$ cat src/rtl/xf100_exu_decode_stage_pkg.sv
// Shared types and field indices for the XF100 EXU decode stage.
package xf100_exu_decode_stage_pkg;

  localparam int DEC_INFO_BITS = 16;

  // Bit positions in the one-hot class vector
  localparam int CLS_ALU = 0;
  localparam int CLS_BJP = 1;
  localparam int CLS_LSU = 2;
  localparam int CLS_MUL = 3;

  // Info bits are interpreted per class; HAS_IMM is common to all classes
  localparam int INFO_HAS_IMM = 15;
  // ALU class
  localparam int INFO_ADD   = 0;
  localparam int INFO_SUB   = 1;
  localparam int INFO_XOR   = 2;
  localparam int INFO_SLL   = 3;
  localparam int INFO_SRL   = 4;
  localparam int INFO_SRA   = 5;
  localparam int INFO_OR    = 6;
  localparam int INFO_AND   = 7;
  localparam int INFO_SLT   = 8;
  localparam int INFO_SLTU  = 9;
  localparam int INFO_LUI   = 10;
  localparam int INFO_AUIPC = 11;
  // BJP class
  localparam int INFO_JAL  = 0;
  localparam int INFO_JALR = 1;
  localparam int INFO_BEQ  = 2;
  localparam int INFO_BNE  = 3;
  localparam int INFO_BLT  = 4;
  localparam int INFO_BGE  = 5;
  localparam int INFO_BLTU = 6;
  localparam int INFO_BGEU = 7;
  // LSU class: size field is 00 byte, 01 half, 10 word
  localparam int INFO_LOAD     = 0;
  localparam int INFO_STORE    = 1;
  localparam int INFO_SIZE_LSB = 2;
  localparam int INFO_USIGN    = 4;
  // MUL class: bit index equals funct3 (MUL, MULH, MULHSU, MULHU, DIV, DIVU, REM, REMU)
  localparam int INFO_MUL = 0;
  // Class-less system ops
  localparam int INFO_FENCE  = 0;
  localparam int INFO_ECALL  = 1;
  localparam int INFO_EBREAK = 2;

  localparam logic [31:0] INSTR_ECALL  = 32'h0000_0073;
  localparam logic [31:0] INSTR_EBREAK = 32'h0010_0073;

  typedef enum logic [6:0] {
    OPC_LOAD     = 7'b0000011,
    OPC_MISC_MEM = 7'b0001111,
    OPC_OP_IMM   = 7'b0010011,
    OPC_AUIPC    = 7'b0010111,
    OPC_STORE    = 7'b0100011,
    OPC_OP       = 7'b0110011,
    OPC_LUI      = 7'b0110111,
    OPC_BRANCH   = 7'b1100011,
    OPC_JALR     = 7'b1100111,
    OPC_JAL      = 7'b1101111,
    OPC_SYSTEM   = 7'b1110011
  } opcode_e;

  typedef struct packed {
    logic [3:0]               cls;
    logic [DEC_INFO_BITS-1:0] info;
    logic                     rs1_en;
    logic                     rs2_en;
    logic                     rd_en;
    logic [4:0]               rs1_idx;
    logic [4:0]               rs2_idx;
    logic [4:0]               rd_idx;
    logic [31:0]              imm;
    logic                     illegal;
  } dec_t;

endpackage

$ cat src/rtl/xf100_exu_dec_core.sv
// Combinational RV32I(+M) decoder: raw instruction -> decoded entry.
module xf100_exu_dec_core
  import xf100_exu_decode_stage_pkg::*;
#(
  parameter bit M_EXT = 1'b0
) (
  input  logic [31:0] instr,
  output dec_t        dec
);

  logic [2:0]  funct3;
  logic [6:0]  funct7;
  logic [31:0] imm_i, imm_s, imm_b, imm_u, imm_j, imm_sh;

  assign funct3 = instr[14:12];
  assign funct7 = instr[31:25];
  assign imm_i  = {{20{instr[31]}}, instr[31:20]};
  assign imm_s  = {{20{instr[31]}}, instr[31:25], instr[11:7]};
  assign imm_b  = {{19{instr[31]}}, instr[31], instr[7], instr[30:25], instr[11:8], 1'b0};
  assign imm_u  = {instr[31:12], 12'h000};
  assign imm_j  = {{11{instr[31]}}, instr[31], instr[19:12], instr[20], instr[30:21], 1'b0};
  assign imm_sh = {27'd0, instr[24:20]};

  logic [3:0]               cls;
  logic [DEC_INFO_BITS-1:0] info;
  logic [31:0]              imm;
  logic                     uses_rs1, uses_rs2, writes_rd, ill;

  // Opcode/funct decode into class, op bits, operand usage and immediate
  always_comb begin
    // NOTE: every output of this block gets a default first so no path leaves one unassigned and infers a latch.
    cls       = '0;
    info      = '0;
    imm       = '0;
    uses_rs1  = 1'b0;
    uses_rs2  = 1'b0;
    writes_rd = 1'b0;
    ill       = 1'b0;
    case (opcode_e'(instr[6:0]))
      OPC_LUI: begin
        cls[CLS_ALU] = 1'b1; info[INFO_LUI] = 1'b1; info[INFO_HAS_IMM] = 1'b1;
        writes_rd = 1'b1; imm = imm_u;
      end
      OPC_AUIPC: begin
        cls[CLS_ALU] = 1'b1; info[INFO_AUIPC] = 1'b1; info[INFO_HAS_IMM] = 1'b1;
        writes_rd = 1'b1; imm = imm_u;
      end
      OPC_JAL: begin
        cls[CLS_BJP] = 1'b1; info[INFO_JAL] = 1'b1; info[INFO_HAS_IMM] = 1'b1;
        writes_rd = 1'b1; imm = imm_j;
      end
      OPC_JALR: begin
        cls[CLS_BJP] = 1'b1; info[INFO_JALR] = 1'b1; info[INFO_HAS_IMM] = 1'b1;
        uses_rs1 = 1'b1; writes_rd = 1'b1; imm = imm_i;
        ill = (funct3 != 3'b000);
      end
      OPC_BRANCH: begin
        cls[CLS_BJP] = 1'b1; info[INFO_HAS_IMM] = 1'b1;
        uses_rs1 = 1'b1; uses_rs2 = 1'b1; imm = imm_b;
        case (funct3)
          3'b000:  info[INFO_BEQ]  = 1'b1;
          3'b001:  info[INFO_BNE]  = 1'b1;
          3'b100:  info[INFO_BLT]  = 1'b1;
          3'b101:  info[INFO_BGE]  = 1'b1;
          3'b110:  info[INFO_BLTU] = 1'b1;
          3'b111:  info[INFO_BGEU] = 1'b1;
          default: ill = 1'b1;
        endcase
      end
      OPC_LOAD: begin
        cls[CLS_LSU] = 1'b1; info[INFO_LOAD] = 1'b1; info[INFO_HAS_IMM] = 1'b1;
        uses_rs1 = 1'b1; writes_rd = 1'b1; imm = imm_i;
        case (funct3)
          3'b000:  info[INFO_SIZE_LSB +: 2] = 2'b00;
          3'b001:  info[INFO_SIZE_LSB +: 2] = 2'b01;
          3'b010:  info[INFO_SIZE_LSB +: 2] = 2'b10;
          3'b100:  begin info[INFO_SIZE_LSB +: 2] = 2'b00; info[INFO_USIGN] = 1'b1; end
          3'b101:  begin info[INFO_SIZE_LSB +: 2] = 2'b01; info[INFO_USIGN] = 1'b1; end
          default: ill = 1'b1;
        endcase
      end
      OPC_STORE: begin
        cls[CLS_LSU] = 1'b1; info[INFO_STORE] = 1'b1; info[INFO_HAS_IMM] = 1'b1;
        uses_rs1 = 1'b1; uses_rs2 = 1'b1; imm = imm_s;
        info[INFO_SIZE_LSB +: 2] = funct3[1:0];
        ill = (funct3[2] || funct3[1:0] == 2'b11);
      end
      OPC_OP_IMM: begin
        cls[CLS_ALU] = 1'b1; info[INFO_HAS_IMM] = 1'b1;
        uses_rs1 = 1'b1; writes_rd = 1'b1; imm = imm_i;
        case (funct3)
          3'b000: info[INFO_ADD]  = 1'b1;
          3'b010: info[INFO_SLT]  = 1'b1;
          3'b011: info[INFO_SLTU] = 1'b1;
          3'b100: info[INFO_XOR]  = 1'b1;
          3'b110: info[INFO_OR]   = 1'b1;
          3'b111: info[INFO_AND]  = 1'b1;
          3'b001: begin
            imm = imm_sh; info[INFO_SLL] = 1'b1;
            ill = (funct7 != 7'b0000000);
          end
          default: begin
            imm = imm_sh;
            if (funct7 == 7'b0000000)      info[INFO_SRL] = 1'b1;
            else if (funct7 == 7'b0100000) info[INFO_SRA] = 1'b1;
            else                           ill = 1'b1;
          end
        endcase
      end
      OPC_OP: begin
        uses_rs1 = 1'b1; uses_rs2 = 1'b1; writes_rd = 1'b1;
        if (funct7 == 7'b0000001) begin
          if (M_EXT) begin
            cls[CLS_MUL] = 1'b1; info[INFO_MUL + int'(funct3)] = 1'b1;
          end else begin
            ill = 1'b1;
          end
        end else if (funct7 == 7'b0000000) begin
          cls[CLS_ALU] = 1'b1;
          case (funct3)
            3'b000:  info[INFO_ADD]  = 1'b1;
            3'b001:  info[INFO_SLL]  = 1'b1;
            3'b010:  info[INFO_SLT]  = 1'b1;
            3'b011:  info[INFO_SLTU] = 1'b1;
            3'b100:  info[INFO_XOR]  = 1'b1;
            3'b101:  info[INFO_SRL]  = 1'b1;
            3'b110:  info[INFO_OR]   = 1'b1;
            default: info[INFO_AND]  = 1'b1;
          endcase
        end else if (funct7 == 7'b0100000 && funct3 == 3'b000) begin
          cls[CLS_ALU] = 1'b1; info[INFO_SUB] = 1'b1;
        end else if (funct7 == 7'b0100000 && funct3 == 3'b101) begin
          cls[CLS_ALU] = 1'b1; info[INFO_SRA] = 1'b1;
        end else begin
          ill = 1'b1;
        end
      end
      OPC_MISC_MEM: begin
        info[INFO_FENCE] = 1'b1;
        ill = (funct3 != 3'b000);
      end
      OPC_SYSTEM: begin
        if (instr == INSTR_ECALL)       info[INFO_ECALL]  = 1'b1;
        else if (instr == INSTR_EBREAK) info[INFO_EBREAK] = 1'b1;
        else                            ill = 1'b1;
      end
      default: ill = 1'b1;
    endcase
    if (instr[1:0] != 2'b11) ill = 1'b1;
  end

  // Illegal entries carry no class, op bits, immediate or register enables
  always_comb begin
    dec.illegal = ill;
    dec.cls     = ill ? '0 : cls;
    dec.info    = ill ? '0 : info;
    dec.imm     = ill ? '0 : imm;
    dec.rs1_idx = instr[19:15];
    dec.rs2_idx = instr[24:20];
    dec.rd_idx  = instr[11:7];
    dec.rs1_en  = !ill && uses_rs1  && (instr[19:15] != 5'd0);
    dec.rs2_en  = !ill && uses_rs2  && (instr[24:20] != 5'd0);
    dec.rd_en   = !ill && writes_rd && (instr[11:7]  != 5'd0);
  end

endmodule

$ cat src/rtl/xf100_exu_decode_stage.sv
// Registered, handshaked decode stage with a one-entry skid behind the output register.
module xf100_exu_decode_stage
  import xf100_exu_decode_stage_pkg::*;
#(
  parameter int XLEN   = 32,
  parameter bit M_EXT  = 1'b0,
  parameter int INFO_W = 16
) (
  input  logic              clk,
  input  logic              rst,
  input  logic              dec_i_valid,
  output logic              dec_o_ready,
  input  logic [31:0]       dec_i_instr,
  input  logic [XLEN-1:0]   dec_i_pc,
  input  logic              dec_i_flush,
  output logic              dec_o_valid,
  input  logic              dec_i_ready,
  output logic [XLEN-1:0]   dec_o_pc,
  output logic [3:0]        dec_o_class,
  output logic [INFO_W-1:0] dec_o_info,
  output logic              dec_o_rs1_en,
  output logic              dec_o_rs2_en,
  output logic              dec_o_rd_en,
  output logic [4:0]        dec_o_rs1_idx,
  output logic [4:0]        dec_o_rs2_idx,
  output logic [4:0]        dec_o_rd_idx,
  output logic [XLEN-1:0]   dec_o_imm,
  output logic              dec_o_illegal
);

  if (XLEN != 32) begin : g_bad_xlen
    $error("xf100_exu_decode_stage: XLEN must be 32");
  end
  if (INFO_W < DEC_INFO_BITS) begin : g_bad_info_w
    $error("xf100_exu_decode_stage: INFO_W must be at least 16");
  end

  dec_t            dec_in, out_q, skid_q;
  logic            out_vld, skid_vld;
  logic [XLEN-1:0] out_pc, skid_pc;
  logic            in_fire, out_fire;

  xf100_exu_dec_core #(.M_EXT(M_EXT)) u_core (
    .instr (dec_i_instr),
    .dec   (dec_in)
  );

  // Ready comes straight from the skid flop: upstream only stalls once the skid is occupied
  assign dec_o_ready = !skid_vld;
  assign in_fire     = dec_i_valid && dec_o_ready;
  assign out_fire    = out_vld && dec_i_ready;

  // Output register + skid: flush wins, skid drains into output first, then new entries
  always_ff @(posedge clk) begin
    if (rst) begin
      // NOTE: data registers are reset too because the outputs must read zero out of reset, not just be invalid.
      out_vld  <= 1'b0;
      skid_vld <= 1'b0;
      out_q    <= '0;
      skid_q   <= '0;
      out_pc   <= '0;
      skid_pc  <= '0;
    end else if (dec_i_flush) begin
      out_vld  <= 1'b0;
      skid_vld <= 1'b0;
    end else if (skid_vld) begin
      // NOTE: non-blocking assignments let the skid move into the output register and clear in the same edge.
      if (out_fire) begin
        out_q    <= skid_q;
        out_pc   <= skid_pc;
        skid_vld <= 1'b0;
      end
    end else if (in_fire) begin
      if (!out_vld || out_fire) begin
        out_q   <= dec_in;
        out_pc  <= dec_i_pc;
        out_vld <= 1'b1;
      end else begin
        skid_q   <= dec_in;
        skid_pc  <= dec_i_pc;
        skid_vld <= 1'b1;
      end
    end else if (out_fire) begin
      out_vld <= 1'b0;
    end
  end

  assign dec_o_valid   = out_vld;
  assign dec_o_pc      = out_pc;
  assign dec_o_class   = out_q.cls;
  assign dec_o_info    = INFO_W'(out_q.info);
  assign dec_o_rs1_en  = out_q.rs1_en;
  assign dec_o_rs2_en  = out_q.rs2_en;
  assign dec_o_rd_en   = out_q.rd_en;
  assign dec_o_rs1_idx = out_q.rs1_idx;
  assign dec_o_rs2_idx = out_q.rs2_idx;
  assign dec_o_rd_idx  = out_q.rd_idx;
  assign dec_o_imm     = out_q.imm;
  assign dec_o_illegal = out_q.illegal;

endmodule

$ cat config.mk
export PLATFORM = sky130hd
export DESIGN_NAME = xf100_exu_decode_stage
export DESIGN_NICKNAME = d
export VERILOG_FILES = /design/src/rtl/xf100_exu_decode_stage_pkg.sv /design/src/rtl/xf100_exu_dec_core.sv /design/src/rtl/xf100_exu_decode_stage.sv
export SDC_FILE = /design/constraint.sdc
export NUM_CORES = 1
export LEC_CHECK = 0
export BUFFER_PORTS_ARGS = -buffer_cell sky130_fd_sc_hd__buf_2
export CAP_MARGIN = 20
export CORE_MARGIN = 1.5
export CORE_UTILIZATION = 50
export DETAILED_ROUTE_END_ITERATION = 16
export GPL_ROUTABILITY_DRIVEN = 1
export GPL_TIMING_DRIVEN = 0
export PLACE_DENSITY_LB_ADDON = 0.05
export SETUP_SLACK_MARGIN = 0.4
export SLEW_MARGIN = 0
export SYNTH_ARGS = -nofsm -noshare
export SYNTH_HDL_FRONTEND = slang
export SYNTH_HIERARCHICAL = 1
export SYNTH_SLANG_ARGS = --single-unit
$ cat constraint.sdc
create_clock -name clk -period 4.33 [get_ports clk]
set_input_delay 0 -clock clk [delete_from_list [all_inputs] [get_ports clk]]
set_output_delay 0 -clock clk [all_outputs]
set_load 0.05 [all_outputs]
==> results.sh, run 1 <==
export IMPL_ir_drop_uv=264
export IMPL_clock_path_buffers=3
export IMPL_routed_wirelength_um=32000
export IMPL_async_flop_share_pct=0
export IMPL_ant_nets=0
export IMPL_cp_max_fo=10
export IMPL_p_total_uw=4820
export IMPL_hold_path_class="input port to register"
export IMPL_htreeDepth=1
export IMPL_hold_viol_final=0
export IMPL_synth_edf_count=0
export IMPL_synth_seq_area_share_pct=35.1
export IMPL_dp_hpwl_um=22900
export IMPL_switching_share_pct=25.0
export IMPL_cp_start_kind="input port"
export IMPL_p_int_uw=3610
export IMPL_syn_inst=1257
export IMPL_drt_iter0_markers=535
export IMPL_wl_per_cell_um=17.2
export IMPL_crit_type="input port to register"
export IMPL_crit_path_start="dec_i_instr[12]"
export IMPL_finalCriticalPeriod_ns=2.54
export IMPL_ys_warnings_count=6
export IMPL_skew_ns=0.0127
export IMPL_drt_pass1_iter_count=5
export IMPL_viasPerCell=5.09
export IMPL_grt_usage_pct=25.6
export IMPL_clock_fmax_mhz=394
export IMPL_combPwrFrac_pct=12.0
export IMPL_pwr_share_seq_pct=40.6
export IMPL_netlist_area_um2=11900
export IMPL_coreArea_um2=23400
export IMPL_die_w_um=157
export IMPL_endpoint_kind="register"
export IMPL_hold_path_startpoint="dec_i_instr[13]"
export IMPL_min_delay_path_depth=5
export IMPL_antenna_found_initial=1
export IMPL_grt_ovfl_total=0
export IMPL_setup_tns_ns=0
export IMPL_fillers=2103
export IMPL_synth_cell_types=68
export IMPL_cap_violations=0
export IMPL_start_util_pct=50.7
export IMPL_num_vias=9460
export IMPL_die_h_um=157
export IMPL_clkPwrFrac_pct=47.4
export IMPL_p_switching_uw=1200
export IMPL_cts_buffers=25
export IMPL_status="complete, no violations"
export IMPL_clk_latency_ns=0.52
export IMPL_pin_count=174
export IMPL_relSlewSlack_pct=46.9
export IMPL_cts_tree="built"
export IMPL_grt_pass1_wl_um=49900
export IMPL_ys_flop_type="dfxtp_1"
export IMPL_drv_slew=0
export IMPL_drive_gt1_share_pct=23.2
export IMPL_worst_slew_pin_slew_ns=0.791
export IMPL_gp_congestion=0.928
export IMPL_grt_max_degree=13
export IMPL_cts_sinks=208
export IMPL_synth_area_per_cell_um2=9.44
export IMPL_final_nets=1588
export IMPL_die_area_um2=24700
export IMPL_required_ns=4.79
export IMPL_post_route_period_util_pct=58.6
export IMPL_grt_pass1_vias=9120
export IMPL_drc_errors=0
export IMPL_num_rows=56
export IMPL_setup_viol=0
export IMPL_cellLeakagePower_uw=0.00569
export IMPL_arrival_ns=3.00
export IMPL_power_density_nw_per_um2=329
export IMPL_ys_seq_elements=208
export IMPL_cts_clk_slew_worst_paths_ns=0.05
export IMPL_crit_reg2reg_launch="skid_vld$_SDFF_PP0_"
export IMPL_clk_root_buffer_cell="clkbuf_16"
export IMPL_port_buffers=171
export IMPL_area_growth_pct=23.4
export IMPL_reg2regPathDepth=5
export IMPL_grt_setup_unrepaired="false"
cells in the mapped netlist, types with 2 or more instances:
master / number / area share [%]
a211oi_1: 5 / 0.32
o22ai_1: 2 / 0.11
inv_1: 12 / 0.38
or4_1: 4 / 0.25
a211oi_2: 18 / 1.9
clkbuf_1: 47 / 1.5
or3_1: 2 / 0.11
o21ai_0: 7 / 0.30
mux2_2: 33 / 3.1
nor2b_1: 106 / 5.6
mux2_1: 70 / 6.6
buf_2: 30 / 1.3
and3_1: 4 / 0.21
nor3_1: 9 / 0.38
and2_1: 3 / 0.16
or2_1: 2 / 0.11
nand2b_1: 212 / 11
mux2i_1: 208 / 18
o21a_1: 2 / 0.13
nor3_2: 13 / 1.1
and3b_1: 2 / 0.15
a31oi_1: 3 / 0.16
buf_1: 8 / 0.25
buf_4: 21 / 1.3
buf_6: 15 / 1.4
nor2_1: 112 / 3.5
a21oi_1: 9 / 0.38
nor4_2: 2 / 0.21
dfxtp_1: 208 / 35
nor4b_1: 2 / 0.15
nand4_1: 3 / 0.16
nand2_1: 34 / 1.1
nand3_1: 7 / 0.30
nor3b_1: 3 / 0.19
nor4_4: 2 / 0.36
a21o_1: 2 / 0.13
a22oi_1: 4 / 0.25
area by class of cell:
| cell class | instances | area [um^2] | area share (%) |
|---|---|---|---|
| Buffer | 121 | 683 | 4.66 |
| Inverter | 12 | 45.0 | 0.307 |
| Clock inverter | 13 | 196 | 1.34 |
| Antenna cell | 1 | 2.50 | 0.0171 |
| Multi-Input combinational cell | 919 | 6990 | 47.7 |
| Tap cell | 319 | 399 | 2.72 |
| Clock buffer | 33 | 706 | 4.82 |
| Timing Repair Buffer | 232 | 1470 | 10.0 |
| Sequential cell | 208 | 4160 | 28.4 |
flip-flops by register name (all words and copies together) (netlist names):
signal,cells
skid_q,71
dec_o_imm,32
dec_o_pc,32
skid_pc,32
dec_o_info,16
dec_o_rd_idx,5
dec_o_rs1_idx,5
dec_o_rs2_idx,5
dec_o_class,4
dec_o_illegal,1
dec_o_rd_en,1
dec_o_rs1_en,1
dec_o_rs2_en,1
dec_o_valid,1
skid_vld,1
worst paths after layout:
| check | to | slack [ns] |
|---|---|---|
| min | skid_q[56]$_SDFFE_PP0P_ | 0.08 |
| max | dec_o_class[0]$_SDFFE_PP0P_ | 1.79 |
| max reg2reg | skid_q[10]$_SDFFE_PP0P_ | 2.04 |
| min reg2reg | skid_pc[19]$_SDFFE_PP0P_ | 0.47 |
power by group through the flow:
stage | sequential (uW) | clock [uW] | combinational, uW
after global placement | 2000 | 0 | 529
after CTS | 1960 | 2320 | 575
after floorplan | 2090 | 0 | 275
after global routing | 1960 | 2410 | 617
after detailed placement | 2000 | 0 | 531
final | 1960 | 2280 | 576
repair_timing:
action                                 CTS  global route
endpoints found under the hold margin  104             0
setup buffers                            0             0
hold buffers                            61             0
resized for setup                        0             0
worst max-delay path, stage by stage:
cell and delay [ns]:
dlygate4sd3_1 0.57, buf_2 0.15, clkbuf_1 0.25, nor3_1 0.53, o31a_1 0.26, nand4_4 0.21, buf_4 0.27, a211oi_1 0.31
mux2i_1 0.16, nor2_1 0.14, mux2_1 0.13
per-layer routing:
metal  up-vias  GRT usage [%]  routed length [um]
met5         -              0                   0
met4         0           5.21                 499
met3        35           3.41                1450
met2       220           42.1               14800
met1      4454           35.8               15200
li1       4751              -                   -
placed cells by master, fill, tap and decap left out, types with 4 or more instances in the layout:
| master | instances |
|---|---|
| buf_6 | 15 |
| clkbuf_16 | 25 |
| nor3_1 | 9 |
| nand2b_1 | 212 |
| clkinv_2 | 6 |
| mux2_1 | 70 |
| clkbuf_8 | 5 |
| buf_1 | 8 |
| buf_2 | 201 |
| dlygate4sd3_1 | 61 |
| nand2_1 | 34 |
| nor3_2 | 13 |
| clkbuf_1 | 50 |
| a21oi_1 | 9 |
| a22oi_1 | 4 |
| nand3_1 | 7 |
| a211oi_1 | 5 |
| or4_1 | 4 |
| bufinv_16 | 5 |
| buf_4 | 21 |
| nor2b_1 | 106 |
| a211oi_2 | 18 |
| and3_1 | 4 |
| inv_1 | 12 |
| mux2_2 | 33 |
| conb_1 | 4 |
| dfxtp_1 | 208 |
| nor2_1 | 112 |
| mux2i_1 | 208 |
| o21ai_0 | 7 |
kinds of logic after synthesis:
| kind of cell | Yosys count | synth area share (%) |
|---|---|---|
| compound gates | 72 | 5.24 |
| xor+xnor | 2 | 0.148 |
| buf+inv | 133 | 6.14 |
| flops | 208 | 35.1 |
| mux | 311 | 27.3 |
| other cells | 1 | 0.0316 |
| simple gates | 530 | 26.0 |
metrics by stage:
step / instances / hold slack (ns) / util, % / instance area (um^2) / worst slack (ns)
6_report: 1858 / 0.0776 / 62.6 / 14600 / 1.79
5_1_grt: 1858 / 0.106 / 62.6 / 14600 / 1.67
4_1_cts: 1857 / 0.0452 / 62.6 / 14600 / 1.86
3_5_place_dp: 1750 / 0.239 / 56.1 / 13100 / 1.63
3_3_place_gp: 1750 / 0.230 / 56.1 / 13100 / 1.63
2_1_floorplan: 1260 / 0.0785 / - / 11900 / 2.33
No activity file was read; power rests on OpenSTA's default activity.
==> run 2, diff against run 1 <==
- ABC_AREA: default -> 1
- clock period: 4.33 -> 2.2 ns (I/O delays scaled with it)
==> run 2 against run 1 <==
  * Area after synthesis shrank 1.7%
  * Clock power grew 91%
  * Critical path type unchanged
  * Via count grew 32%
==> results.sh, run 2 <==
export IMPL_synthTopCellsByArea="dfxtp_1 (36%), nor2_1 (23%), nand2_1 (12%), nand3_1 (10%), inv_1 (7.8%)"
export IMPL_num_vias=12500
export IMPL_cts_sinks=208
export IMPL_clock_path_buffers=3
export IMPL_relSlewSlack_pct=49.8
export IMPL_drc_errors=0
export IMPL_skew_ns=0.0166
export IMPL_pre_cts_ws_ns=-0.109
export IMPL_grt_pass1_vias=11400
export IMPL_regMostFlops="skid_q"
export IMPL_largest_reg_flops=71
export IMPL_cp_max_fo=10
export IMPL_stdcell_area_um2=14300
export IMPL_dp_hpwl_um=25700
export IMPL_finalCriticalPeriod_ns=1.70
export IMPL_post_route_period_util_pct=77.4
export IMPL_min_delay_path_depth=6
export IMPL_area_growth_pct=22.3
export IMPL_clk_root_buffer_cell="clkbuf_16"
export IMPL_ys_seq_elements=208
export IMPL_cts_buffers=25
export IMPL_rr_endpoint="dec_o_rd_idx[0]$_SDFFE_PP0P_"
export IMPL_final_cell_mix="nor2_1 (728), nand2_1 (385), inv_1 (241)"
export IMPL_grt_usage_pct=29.1
export IMPL_diodes=0
export IMPL_routed_wirelength_um=35300
export IMPL_num_rows=55
export IMPL_worst_slew_pin_slew_ns=0.753
export IMPL_hold_end="skid_q[62]$_SDFFE_PP0P_"
export IMPL_drv_slew=0
export IMPL_wl_per_cell_um=13.6
export IMPL_grt_ovfl_total=0
export IMPL_hold_path_class="input port to register"
export IMPL_cp_start_kind="input port"
export IMPL_grt_max_degree=14
export IMPL_coreArea_um2=22800
export IMPL_cellLeakagePower_uw=0.00777
export IMPL_arrival_ns=2.12
export IMPL_cts_clk_slew_worst_paths_ns=0.06
export IMPL_ys_flop_type="dfxtp_1"
export IMPL_hold_path_startpoint="dec_i_instr[5]"
export IMPL_grt_pass1_wl_um=56600
export IMPL_reg2regPathDepth=8
export IMPL_synth_cell_types=30
export IMPL_power_density_nw_per_um2=697
export IMPL_synth_edf_count=0
export IMPL_final_nets=2331
export IMPL_antenna_found_initial=0
export IMPL_port_buffers=173
export IMPL_whs_ns=0.0127
export IMPL_drt_pass1_iter_count=5
export IMPL_status="complete, no violations"
export IMPL_htreeDepth=1
export IMPL_synth_seq_area_share_pct=35.7
export IMPL_die_h_um=156
export IMPL_clk_latency_ns=0.54
export IMPL_synth_top_area_cell="dfxtp_1"
export IMPL_yosys_area_top_type_share_pct=35.7
export IMPL_drt_iter0_markers=958
export IMPL_final_common_cell="nor2_1"
export IMPL_fin_ws_ns=0.496
export IMPL_die_area_um2=24300
export IMPL_grt_setup_unrepaired="false"
export IMPL_drive_gt1_share_pct=15.1
export IMPL_gp_congestion=0.957
export IMPL_crit_reg2reg_launch="skid_vld$_SDFF_PP0_"
export IMPL_ant_nets=0
export IMPL_crit_type="input port to register"
export IMPL_rrSetupSlack_ns=0.52
export IMPL_synthTopCellsByCount="nor2_1 (729), nand2_1 (386), inv_1 (242)"
export IMPL_yosysMostFrequentCell="nor2_1"
export IMPL_pin_count=174
export IMPL_endpoint_kind="register"
export IMPL_async_flop_share_pct=0
export IMPL_netlist_area_um2=11700
export IMPL_setup_viol=0
export IMPL_required_ns=2.62
export IMPL_syn_inst=2015
export IMPL_place_area_um2=12900
export IMPL_start_util_pct=51.2
export IMPL_cts_tree="built"
export IMPL_synth_area_per_cell_um2=5.79
export IMPL_clock_fmax_mhz=587
export IMPL_ir_drop_uv=607
export IMPL_ys_warnings_count=6
export IMPL_cap_violations=0
export IMPL_viasPerCell=4.80
export IMPL_die_w_um=156
export IMPL_hold_viol_final=0
==> run 2: cell types whose count changed after synthesis, moves of 208 or more <==
| cell | change |
|---|---|
| nand2_1 | +352 |
| mux2i_1 | -208 |
| nand3_1 | +229 |
| nand2b_1 | -212 |
| nor2_1 | +617 |
| inv_1 | +230 |
==> run 2: area by class of cell <==
| cell class | instances | area (um^2) |
|---|---|---|
| fill | 2309 | 8510 |
| clock buffer | 33 | 686 |
| buffer | 137 | 783 |
| sequential | 208 | 4160 |
| timing repair buffer | 217 | 1290 |
| multi-input combinational | 1422 | 5830 |
| inverter | 251 | 946 |
| tap | 313 | 392 |
| clock inverter | 13 | 178 |
==> run 2: what timing repair did <==
action                     4_1_cts  5_1_grt
setup buffers                    0        5
setup endpoints to repair        0      150
gates resized for setup          0       16
hold buffers                    39        0
hold endpoints to repair        68        0
==> run 2: routing by layer <==
metal / track usage [%] / wire length, um / vias up
met4: 9.21 / 926 / 0
met5: 0 / 0 / -
li1: - / - / 6485
met3: 4.03 / 2130 / 63
met2: 48.9 / 16200 / 384
met1: 38.5 / 16100 / 5523
==> run 2: worst max-delay path by stage <==
stage | slack (ns) | end | cells after the start | startpoint
2_1_floorplan | 0.50 | skid_pc[22]$_SDFFE_PP0P_ | 7 | dec_o_valid$_SDFFE_PP0P_
3_3_place_gp | -0.11 | dec_o_illegal$_SDFFE_PP0P_ | 17 | dec_i_instr[14]
3_5_place_dp | -0.11 | dec_o_illegal$_SDFFE_PP0P_ | 17 | dec_i_instr[14]
4_1_cts | 0.41 | dec_o_imm[24]$_SDFFE_PP0P_ | 7 | skid_vld$_SDFF_PP0_
5_1_grt | 0.39 | dec_o_illegal$_SDFFE_PP0P_ | 17 | dec_i_instr[3]
6_report | 0.50 | dec_o_illegal$_SDFFE_PP0P_ | 17 | dec_i_instr[2]
==> run 2: worst max-delay path, stage by stage <==
cell,delay (ns)
buf_2,0.12
nor2_1,0.16
nand2_2,0.17
nor2_4,0.17
inv_1,0.12
nand3_1,0.16
nor2_1,0.09
nor2_4,0.13
nand3_4,0.14
buf_6,0.18
buf_4,0.13
inv_1,0.06
nor2_1,0.04
nor2_1,0.19
nand3_1,0.12
nand2_1,0.09
nor2_1,0.04
==> run 2: power breakdown <==
| group | switching (uW) | leakage (uW) | internal, uW |
|---|---|---|---|
| registers | 74.6 | 0.00170 | 3920 |
| logic | 1140 | 0.00565 | 464 |
| clock network | 1680 | 0.000421 | 2670 |
| total | 2890 | 0.00777 | 7050 |
==> run 2: metrics by stage <==
stage	power (uW)	utilization [%]	cells	setup TNS, ns
4_1_cts	9980	62.3	2589	0
5_1_grt	10300	62.6	2594	0
3_5_place_dp	5610	56.8	2504	-0.138
6_report	9940	62.6	2594	0
2_1_floorplan	5180	-	2018	0
3_3_place_gp	5590	56.8	2504	-0.128
==> run 2: logic make-up after synthesis <==
logic type | Yosys count | share of synthesized area, %
buffers and inverters | 388 | 14.6
AND/OR/NAND/NOR | 1384 | 47.9
flip-flops | 208 | 35.7
AO/OA/AOI/OAI | 34 | 1.75
other | 1 | 0.0321
==> run 3, diff against run 2 <==
- clock period: 2.2 -> 1.5 ns (I/O delays scaled with it)
==> run 3 against run 2 <==
  * The flow now finishes with violations (hold timing, setup timing)
  * Total power rose by 48%
  * Clock skew fell by 0.0066 ns
  * Critical path depth fell by 8
  * Critical endpoint is now skid_q[69]$_SDFFE_PP0P_
==> results.sh, run 3 (synthesis gave the netlist of run 2 again) <==
export IMPL_place_area_um2=13600
export IMPL_cellLeakagePower_uw=0.00894
export IMPL_hold_path_class="input port to register"
export IMPL_power_density_nw_per_um2=826
export IMPL_die_w_um=156
export IMPL_crit_path_top_delay_cell="dfxtp_4"
export IMPL_rr_endpoint="skid_q[69]$_SDFFE_PP0P_"
export IMPL_cp_start_kind="register"
export IMPL_largest_reg_flops=71
export IMPL_arrival_ns=1.96
export IMPL_cts_clk_slew_worst_paths_ns=0.06
export IMPL_final_cell_mix="nor2_1 (550), nand2_1 (351), dfxtp_1 (206)"
export IMPL_ir_drop_uv=929
export IMPL_cp_depth=9
export IMPL_endpoint_kind="register"
export IMPL_cts_buffers=24
export IMPL_clock_path_buffers=3
export IMPL_viasPerCell=5.03
export IMPL_reg2regPathDepth=9
export IMPL_ant_nets=0
export IMPL_layout_cells_non_filler=2684
export IMPL_hold_viol_final=2
export IMPL_crit_top_cell="nor2_4"
export IMPL_crit_reg2reg_launch="skid_vld$_SDFF_PP0_"
export IMPL_gp_congestion=0.915
export IMPL_relSlewSlack_pct=47.4
export IMPL_drt_iter0_markers=1067
export IMPL_fin_ws_ns=-0.0115
export IMPL_num_rows=55
export IMPL_wl_per_cell_um=15.1
export IMPL_drt_pass1_iter_count=6
export IMPL_cap_violations=0
export IMPL_hold_buffers=46
export IMPL_cts_tree="built"
export IMPL_die_h_um=156
export IMPL_post_route_period_util_pct=101
export IMPL_hold_end="skid_vld$_SDFF_PP0_"
export IMPL_skew_ns=0.00999
export IMPL_setup_viol=4
export IMPL_min_delay_path_depth=4
export IMPL_dp_hpwl_um=25800
export IMPL_status="finished, violations left"
export IMPL_final_common_cell="nor2_1"
export IMPL_critPathBufInv=4
export IMPL_clk_root_buffer_cell="clkbuf_16"
export IMPL_hold_path_startpoint="dec_i_ready"
export IMPL_num_vias=13500
export IMPL_grt_pass1_vias=11400
export IMPL_coreArea_um2=22800
export IMPL_clk_latency_ns=0.52
export IMPL_rrSetupSlack_ns=-0.01
export IMPL_final_nets=2422
export IMPL_grt_pass1_wl_um=56900
export IMPL_grt_max_degree=13
export IMPL_crit_type="register to register"
export IMPL_drc_errors=0
export IMPL_drive_gt1_share_pct=32.4
export IMPL_antenna_found_initial=1
export IMPL_whs_ns=-0.134
export IMPL_grt_usage_pct=29.0
export IMPL_finalCriticalPeriod_ns=1.51
export IMPL_dp_cells=2504
export IMPL_stdcell_area_um2=17800
export IMPL_required_ns=1.95
export IMPL_cp_max_fo=9
export IMPL_clock_fmax_mhz=662
export IMPL_pin_count=174
export IMPL_die_area_um2=24300
export IMPL_drv_slew=0
export IMPL_critPathMaxStageDelay_ns=0.38
export IMPL_htreeDepth=1
export IMPL_violations="hold timing, setup timing"
export IMPL_cts_sinks=208
export IMPL_regMostFlops="skid_q"
export IMPL_start_util_pct=51.2
export IMPL_port_buffers=173
export IMPL_worstPathCellList="inv_8, nand2_4, nor2_4, inv_2, nor2_4, buf_12, clkbuf_16, nor2_2, nor2_1"
export IMPL_grt_ovfl_total=0
export IMPL_final_util_pct=78.0
export IMPL_cp_top_family="buffers and inverters"
export IMPL_routed_wirelength_um=40600
export IMPL_grt_setup_unrepaired="true"
export IMPL_area_growth_pct=52.3
export IMPL_worst_slew_pin_slew_ns=0.788
==> run 3: changes by cell type in the layout (fill, tap and decap cells not counted), sizes merged <==
| cell | delta |
|---|---|
| clkinv | -1 |
| dlygate4sd3 | +7 |
| buf | +60 |
| clkbuf | +28 |
| bufinv | -4 |
| diode | +1 |
| clkinvlp | -2 |
| bufbuf | +1 |
==> run 3: worst max path at each step <==
stage | from | slack (ns) | to
global route | skid_vld$_SDFF_PP0_ | -0.07 | skid_q[3]$_SDFFE_PP0P_
detailed placement | dec_i_instr[2] | -0.75 | dec_o_imm[0]$_SDFFE_PP0P_
CTS | skid_vld$_SDFF_PP0_ | 0.08 | dec_o_imm[5]$_SDFFE_PP0P_
global placement | dec_i_instr[2] | -0.75 | dec_o_imm[0]$_SDFFE_PP0P_
floorplan | dec_i_instr[2] | 0.03 | dec_o_illegal$_SDFFE_PP0P_
finish | skid_vld$_SDFF_PP0_ | -0.01 | skid_q[69]$_SDFFE_PP0P_
==> run 3: stage by stage <==
step / setup TNS (ns) / power, uW / worst slack, ns
4_1_cts: 0 / 14200 / 0.0825
5_1_grt: -4.02 / 15200 / -0.0722
3_3_place_gp: -47.32 / 8320 / -0.750
6_report: -0.0241 / 14700 / -0.0115
2_1_floorplan: 0 / 7730 / 0.0273
3_5_place_dp: -47.71 / 8350 / -0.749
==> run 3: where the power goes <==
group / switching, uW / internal [uW] / total (uW)
Combinational: 1930 / 1100 / 3030
Clock: 2420 / 3350 / 5770
Sequential: 135 / 5750 / 5880
==> run 3: area by class of cell <==
cell class / instances / area, um^2
diodes: 1 / 2.50
plain buffers: 137 / 1420
clock buffers: 37 / 731
clock inverters: 6 / 37.5
fillers: 1706 / 5010
inverters: 251 / 1000
multi-input cells: 1422 / 7260
flip-flops and latches: 208 / 4170
well taps: 313 / 392
repair buffers: 309 / 2760
==> run 3: worst reg2reg max path, stage by stage (launching register included) <==
cell	delay, ns
dfxtp_4	0.38
inv_8	0.07
nand2_4	0.05
nor2_4	0.15
inv_2	0.08
nor2_4	0.20
buf_12	0.20
clkbuf_16	0.19
nor2_2	0.04
nor2_1	0.08
==> run 3: metal layers <==
metal	wire length (um)	global-route usage (%)	part of all wire [%]
met1	17200	38.2	42
met2	19500	50.1	48
met3	2530	3.11	6.2
met4	1340	8.71	3.3
met5	9	0	0.022
==> run 3: timing repair <==
action | in CTS | in global routing
pin swaps | 23 | 172
buffers inserted | 23 | 34
setup endpoints to repair | 312 | 312
gates cloned | 2 | 31
gates resized for setup | 91 | 447
hold endpoints to repair | 80 | 2
